===== config.mk =====
export PLATFORM = sky130hd
export DESIGN_NAME = alu_mc
export DESIGN_NICKNAME = d
export VERILOG_FILES = /design/src/rtl/alu_mc_pkg.sv /design/src/rtl/alu_mc_muldiv.sv /design/src/rtl/alu_mc.sv
export SDC_FILE = /design/constraint.sdc
export NUM_CORES = 1
export LEC_CHECK = 0
export ABC_AREA = 0
export CORE_ASPECT_RATIO = 1.25
export CORE_MARGIN = 3
export CORE_UTILIZATION = 50
export DETAILED_ROUTE_END_ITERATION = 8
export GPL_TIMING_DRIVEN = 0
export PLACE_DENSITY_LB_ADDON = 0.3
export SLEW_MARGIN = 20
export SYNTH_ARGS = -nofsm -noshare
export SYNTH_HDL_FRONTEND = slang
export SYNTH_SLANG_ARGS = --single-unit

===== constraint.sdc =====
create_clock -name clk -period 4.85 [get_ports clk]
set_clock_uncertainty 0.1 [all_clocks]
set_input_delay 0.485 -clock clk [delete_from_list [all_inputs] [get_ports clk]]
set_output_delay 0.485 -clock clk [all_outputs]
set_load 0.05 [all_outputs]

===== src/rtl/alu_mc_pkg.sv =====
// Purpose: shared opcodes, FSM states and mul/div step modes for the multi-cycle ALU.
// Latency: n/a (definitions only).
// Backpressure: n/a.
// Ports: none.
package alu_mc_pkg;

  localparam logic [3:0] OP_ADD  = 4'd0;
  localparam logic [3:0] OP_SUB  = 4'd1;
  localparam logic [3:0] OP_AND  = 4'd2;
  localparam logic [3:0] OP_ORR  = 4'd3;
  localparam logic [3:0] OP_NOT  = 4'd4;
  localparam logic [3:0] OP_XOR  = 4'd5;
  localparam logic [3:0] OP_LSR  = 4'd6;
  localparam logic [3:0] OP_LSL  = 4'd7;
  localparam logic [3:0] OP_ADC  = 4'd8;
  localparam logic [3:0] OP_SBC  = 4'd9;
  localparam logic [3:0] OP_ASR  = 4'd10;
  localparam logic [3:0] OP_MUL  = 4'd11;
  localparam logic [3:0] OP_DIV  = 4'd12;
  localparam logic [3:0] OP_REM  = 4'd13;
  localparam logic [3:0] OP_CMP  = 4'd14;
  localparam logic [3:0] OP_PASS = 4'd15;

  typedef enum logic [1:0] {
    S_IDLE = 2'd0,
    S_ITER = 2'd1,
    S_FIN  = 2'd2
  } state_t;

  // Step mode for the iterative unit; MD_IDLE freezes its registers.
  localparam logic [1:0] MD_IDLE = 2'd0;
  localparam logic [1:0] MD_MUL  = 2'd1;
  localparam logic [1:0] MD_DIV  = 2'd2;

  function automatic logic is_iter_op(input logic [3:0] op);
    return (op == OP_MUL) || (op == OP_DIV) || (op == OP_REM);
  endfunction

endpackage


===== src/rtl/alu_mc_muldiv.sv =====
// Purpose: iterative unsigned shift-add multiplier and restoring divider (one step per cycle).
// Latency: WIDTH steps after load; results valid once the owner stops stepping.
// Backpressure: none; owner controls stepping via mode (MD_IDLE holds state).
// Ports: clk, rst, load (latch a/b, clear accumulators), mode[1:0] (step kind),
//        a, b operands; lo/hi = product halves, quo/rem = quotient/remainder, dz = b==0.
module alu_muldiv
  import alu_mc_pkg::*;
#(
  parameter int WIDTH = 16
) (
  input  logic             clk,
  input  logic             rst,
  input  logic             load,
  input  logic [1:0]       mode,
  input  logic [WIDTH-1:0] a,
  input  logic [WIDTH-1:0] b,
  output logic [WIDTH-1:0] lo,
  output logic [WIDTH-1:0] hi,
  output logic [WIDTH-1:0] quo,
  output logic [WIDTH-1:0] rem,
  output logic             dz
);

  logic [WIDTH-1:0] b_q, p_hi, p_lo, r_q, q_q;
  logic [WIDTH:0]   add_sum, shifted;
  logic [WIDTH-1:0] diff;

  always_comb begin
    // Multiplier: low half holds the remaining multiplier bits, consumed LSB first.
    add_sum = {1'b0, p_hi} + (p_lo[0] ? {1'b0, b_q} : {(WIDTH+1){1'b0}});
    // Divider: bring the next dividend bit into the partial remainder.
    shifted = {r_q, q_q[WIDTH-1]};
    // Only used when shifted >= b, where the true difference fits in WIDTH bits.
    diff    = shifted[WIDTH-1:0] - b_q;
  end

  always_ff @(posedge clk or posedge rst) begin
    if (rst) begin
      b_q  <= '0;
      p_hi <= '0;
      p_lo <= '0;
      r_q  <= '0;
      q_q  <= '0;
    end else if (load) begin
      b_q  <= b;
      p_hi <= '0;
      p_lo <= a;
      r_q  <= '0;
      q_q  <= a;
    end else if (mode == MD_MUL) begin
      {p_hi, p_lo} <= {add_sum, p_lo[WIDTH-1:1]};
    end else if (mode == MD_DIV) begin
      // With b==0 every trial subtract succeeds: quotient all ones, remainder = a.
      if (shifted >= {1'b0, b_q}) begin
        r_q <= diff;
        q_q <= {q_q[WIDTH-2:0], 1'b1};
      end else begin
        r_q <= shifted[WIDTH-1:0];
        q_q <= {q_q[WIDTH-2:0], 1'b0};
      end
    end
  end

  assign lo  = p_lo;
  assign hi  = p_hi;
  assign quo = q_q;
  assign rem = r_q;
  assign dz  = (b_q == '0);

endmodule


===== src/rtl/alu_mc.sv =====
// Purpose: multi-cycle ALU with registered result and N/Z/C/V/P flags.
// Latency: 1 cycle for single-cycle ops; WIDTH+1 cycles for MUL/DIV/REM.
// Backpressure: busy high during iteration; start is ignored unless the FSM is idle.
// Ports: clk, rst (async, active-high), start/op/rs/rt/cin request;
//        busy, done (1-cycle pulse), rd and fN/fZ/fC/fV/fP held until the next done.
module alu_mc
  import alu_mc_pkg::*;
#(
  parameter  int WIDTH = 16,
  localparam int CNT_W = $clog2(WIDTH) + 1
) (
  input  logic             clk,
  input  logic             rst,
  input  logic             start,
  input  logic [3:0]       op,
  input  logic [WIDTH-1:0] rs,
  input  logic [WIDTH-1:0] rt,
  input  logic             cin,
  output logic             busy,
  output logic             done,
  output logic [WIDTH-1:0] rd,
  output logic             fN,
  output logic             fZ,
  output logic             fC,
  output logic             fV,
  output logic             fP
);

  localparam int M = WIDTH - 1;

  state_t           state;
  logic [CNT_W-1:0] cnt;
  logic [3:0]       op_q;

  logic [WIDTH:0]   wide;
  logic [WIDTH-1:0] sc_val, fin_val;
  logic             sc_c, sc_v, sc_wr, fin_c, fin_v;

  logic             md_load;
  logic [1:0]       md_mode;
  logic [WIDTH-1:0] md_lo, md_hi, md_quo, md_rem;
  logic             md_dz;

  // Single-cycle datapath. sc_val also carries the CMP difference, which sets
  // flags but is not written to rd.
  always_comb begin
    wide   = '0;
    sc_val = '0;
    sc_c   = 1'b0;
    sc_v   = 1'b0;
    sc_wr  = 1'b1;
    case (op)
      OP_ADD, OP_ADC: begin
        wide   = {1'b0, rs} + {1'b0, rt} + {{WIDTH{1'b0}}, (op == OP_ADC) & cin};
        sc_val = wide[M:0];
        sc_c   = wide[WIDTH];
        sc_v   = (rs[M] == rt[M]) && (sc_val[M] != rs[M]);
      end
      OP_SUB, OP_SBC, OP_CMP: begin
        // Top bit of the widened difference is the borrow.
        wide   = {1'b0, rs} - {1'b0, rt} - {{WIDTH{1'b0}}, (op == OP_SBC) & cin};
        sc_val = wide[M:0];
        sc_c   = wide[WIDTH];
        sc_v   = (rs[M] != rt[M]) && (sc_val[M] != rs[M]);
        sc_wr  = (op != OP_CMP);
      end
      OP_AND:  sc_val = rs & rt;
      OP_ORR:  sc_val = rs | rt;
      OP_XOR:  sc_val = rs ^ rt;
      OP_NOT:  sc_val = ~rs;
      OP_PASS: sc_val = rs;
      OP_LSR: begin
        sc_val = {1'b0, rs[M:1]};
        sc_c   = rs[0];
      end
      OP_LSL: begin
        sc_val = {rs[M-1:0], 1'b0};
        sc_c   = rs[M];
      end
      OP_ASR: begin
        sc_val = {rs[M], rs[M:1]};
        sc_c   = rs[0];
      end
      default: sc_wr = 1'b0;
    endcase
  end

  // Result selection once the iterative unit has finished.
  always_comb begin
    fin_c = 1'b0;
    fin_v = md_dz;
    case (op_q)
      OP_MUL: begin
        fin_val = md_lo;
        fin_c   = |md_hi;
        fin_v   = |md_hi;
      end
      OP_DIV:  fin_val = md_quo;
      default: fin_val = md_rem;
    endcase
  end

  assign md_load = (state == S_IDLE) && start && is_iter_op(op);
  assign md_mode = (state != S_ITER) ? MD_IDLE : ((op_q == OP_MUL) ? MD_MUL : MD_DIV);

  alu_muldiv #(.WIDTH(WIDTH)) u_muldiv (
    .clk  (clk),
    .rst  (rst),
    .load (md_load),
    .mode (md_mode),
    .a    (rs),
    .b    (rt),
    .lo   (md_lo),
    .hi   (md_hi),
    .quo  (md_quo),
    .rem  (md_rem),
    .dz   (md_dz)
  );

  always_ff @(posedge clk or posedge rst) begin
    if (rst) begin
      state <= S_IDLE;
      cnt   <= '0;
      op_q  <= '0;
      busy  <= 1'b0;
      done  <= 1'b0;
      rd    <= '0;
      fN    <= 1'b0;
      fZ    <= 1'b0;
      fC    <= 1'b0;
      fV    <= 1'b0;
      fP    <= 1'b0;
    end else begin
      done <= 1'b0;
      case (state)
        S_IDLE: begin
          if (start) begin
            if (is_iter_op(op)) begin
              state <= S_ITER;
              cnt   <= CNT_W'(WIDTH);
              op_q  <= op;
              busy  <= 1'b1;
            end else begin
              if (sc_wr) rd <= sc_val;
              fN   <= sc_val[M];
              fZ   <= (sc_val == '0);
              fP   <= ~sc_val[0];
              fC   <= sc_c;
              fV   <= sc_v;
              done <= 1'b1;
            end
          end
        end
        S_ITER: begin
          cnt <= cnt - 1'b1;
          // This edge performs the last step; busy drops for the FIN cycle.
          if (cnt == CNT_W'(1)) begin
            state <= S_FIN;
            busy  <= 1'b0;
          end
        end
        S_FIN: begin
          rd    <= fin_val;
          fN    <= fin_val[M];
          fZ    <= (fin_val == '0);
          fP    <= ~fin_val[0];
          fC    <= fin_c;
          fV    <= fin_v;
          done  <= 1'b1;
          state <= S_IDLE;
        end
        default: state <= S_IDLE;
      endcase
    end
  end

endmodule


==> metrics.cfg <==
[status]
outcome=finished, final reports clean

[worst_setup_path]
end_kind=flop
cp_cell_sequence=clkdlybuf4s50_1 -> buf_2 -> buf_4 -> nor3_4 -> buf_6 -> nand3_1 -> fa_1 -> fa_1 -> and2b_1 -> o211ai_1 -> a211o_1 -> a21boi_2 -> mux2i_1 -> a221oi_2 -> o21ai_0 -> mux2_2
critPathMaxStageDelay_ns=0.53
rr_worst_depth=12
cp-start-kind=primary input
path_buf_inv=4
path_max_fanout=10
cp_slowest_cell=clkdlybuf4s50_1
critPathTopFamily=compound AO/OA/AOI/OAI gates
crit_type=primary input to flop
worst_ep_arrival_time_ns=4.96
worstPathRequired_ns=5.05
critPathMostFrequentCell=fa_1
path_depth=16

[synthesis]
synth_cells=1276
synth_edf_count=0
synthArstFlopShare_pct=100
synth.area.top_cells=dfrtp_1, ha_1, o21ai_0, nand2_1, inv_1
synth_top_area_cell=dfrtp_1
ys_types=89
synth_fp_nets=1418
avgSynthCellArea_sq_um=8.13
synth_seq_cells=114
synth_warnings=0
synth_top_area_share_pct=27.5
ys_seq_area_share_pct=27.5
ys.flop_type=dfrtp_1
syn_area_sq_mm=0.0104

[die]
top_level_ports=63
core_sq_mm=0.0202
die-width_um=135
die_area_sq_mm=0.0225
die_y_um=167
start_util_pct=51.2
fp-row-count=58

[layout]
syn2layout_area_growth_pct=15.7
n_antenna_cell=0
fin_nets=1499
fillCellCount=1852
post-route-util_pct=59.2
finalNonFillerCells=1640
drive_gt1_share_pct=7.45

[cts]
htreeDepth=4
cts_tree=done
cts_setup_buffers=0
clockRootBuffer=clkbuf_16
cts_buffers=17
clock-sinks=114
insertion_delay_ns=0.42
clkSlewWorstSetupHoldPaths_ns=0.06
ctsHoldBuffers=0
clockBufferDepth=2

[pwr]
p_leak_nw=5.23
p_per_area_mw_per_mm2=588
vdd_ir_drop_max_uv=351

[drt]
avgRoutedWirePerCell_um=22.1
viasPerCell=6.54
dr.pass1.iters=6
route.vias.total=10700
drtIter0Drc=1097
wl_um=36200
drc=0
drt.antenna.violating_nets=0

[place]
dp.cells=1609
place_ws_ns=-0.823
dp_hpwl_um=28100
port_buffers=62
place_congestion=1.03

[timing]
rsz0062_at_grt=yes
finalCritPeriodShare_pct=98.1
tightestPinTransition_ns=1.10
hold_ws_ns=0.327
relSlewSlack_pct=26.4
fin_setup_tns_ns=0
report.final.slew_viol_count=0
finalSetupViolations=0
fmax_ghz=0.210
min_period_ns=4.76
hold_viol_final=0
fin_ws_ns=0.0926

[global_routing]
grt_pass1_wl_um=56200
grt_pass1_vias=10300
grt_remaining_overflow=0
grt_max_degree=82
antenna_found_initial=0
grt_usage_pct=31.8

[run]
cap_viol_max_count=0

[hold_path]
hold_path.class=primary input to async pin

metrics by stage:
step                cell area (sq um)  power (W)
global placement                11300    0.00557
CTS                             12000    0.00697
global route                    12000    0.00752
floorplan                       10400    0.00455
finish                          12000    0.00705
detailed placement              11400    0.00567
final timing paths:
| check | startpoint | endpoint | slack, ns |
|---|---|---|---|
| worst max-delay path | op[2] | rd[14] | 0.09 |
| worst min-delay path | rst | fC | 0.33 |
| worst max register to register | u_muldiv.b_q[1] | u_muldiv.rem[3] | 1.58 |
| worst min register to register | fP | fP | 0.39 |
| max in group asynchronous | rst | cnt[4] | 3.60 |
| min in group clk | fP | fP | 0.39 |
routing by layer:
metal	track usage [%]	wire (um)	vias to the layer above
met3	4.53	2710	167
met4	17.8	2420	0
met1	38.3	13600	5110
li1	-	-	4844
met5	0	0	-
met2	53.9	17500	606
cell families after synthesis:
| family | share of synthesized area [%] |
|---|---|
| buf+inv | 6.47 |
| mux | 2.75 |
| flops | 27.5 |
| fa+ha+maj | 12.7 |
| simple gates | 20.4 |
| xor+xnor | 3.63 |
| compound gates | 26.5 |
Yosys cell counts, drive strengths merged, types with 14 or more instances:
cell type and instances:
nor3 34, dfrtp 114, o22ai 15, xnor2 29, a22oi 22, a221o 27, xor2 14, a22o 19
a21oi 55, inv 93, ha 96, o21ai 117, a21o 16, mux2i 15, nand3 49, nand2 137
nor2 84, o211ai 16, a31oi 19, buf 29, clkbuf 42, and2 17, nand2b 21, nand4 14
repair_timing:
item                       CTS  global route
gates resized for setup      3             6
setup endpoints to repair    3             2
pin swaps                    0             2
power by group:
part / switching, W / total (W) / internal (W) / leakage [nW]
Clock: 0.000467 / 0.00128 / 0.000809 / 0.276
Sequential: 0.000448 / 0.00185 / 0.00140 / 1.42
Combinational: 0.00238 / 0.00393 / 0.00155 / 3.53
cells in the final DEF, fill, tap and decap left out, types with 16 or more instances in the layout:
cell type,count
xnor2_1,29
a21o_1,16
a221o_1,27
a22o_1,19
nor2_1,83
clkbuf_1,44
nor3_1,32
inv_1,92
a21oi_1,53
o21ai_0,113
ha_1,96
nand2_1,137
clkbuf_16,17
dfrtp_1,114
a22oi_1,22
o211ai_1,16
nand3_1,49
nand2b_1,21
buf_2,18
a31oi_1,19
clkdlybuf4s50_1,62
and2_1,16
registers in the layout, indices dropped and copies added (netlist names), 2 cells and up:
name	flops
u_muldiv.lo	16
u_muldiv.b_q	16
u_muldiv.rem	16
u_muldiv.hi	16
cnt	5
op_q	4
u_muldiv.quo	16
state	2
rd	16
cell type report:
| cell class | count | area [sq um] | area share (%) |
|---|---|---|---|
| sequential | 114 | 2850 | 23.8 |
| multi-input combinational | 997 | 6880 | 57.4 |
| clock buffer | 20 | 437 | 3.64 |
| inverter | 94 | 358 | 2.98 |
| buffer | 70 | 320 | 2.67 |
| tap | 270 | 338 | 2.82 |
| timing repair buffer | 63 | 648 | 5.40 |
| clock inverter | 12 | 160 | 1.34 |
(Power assumes the default switching activity.)
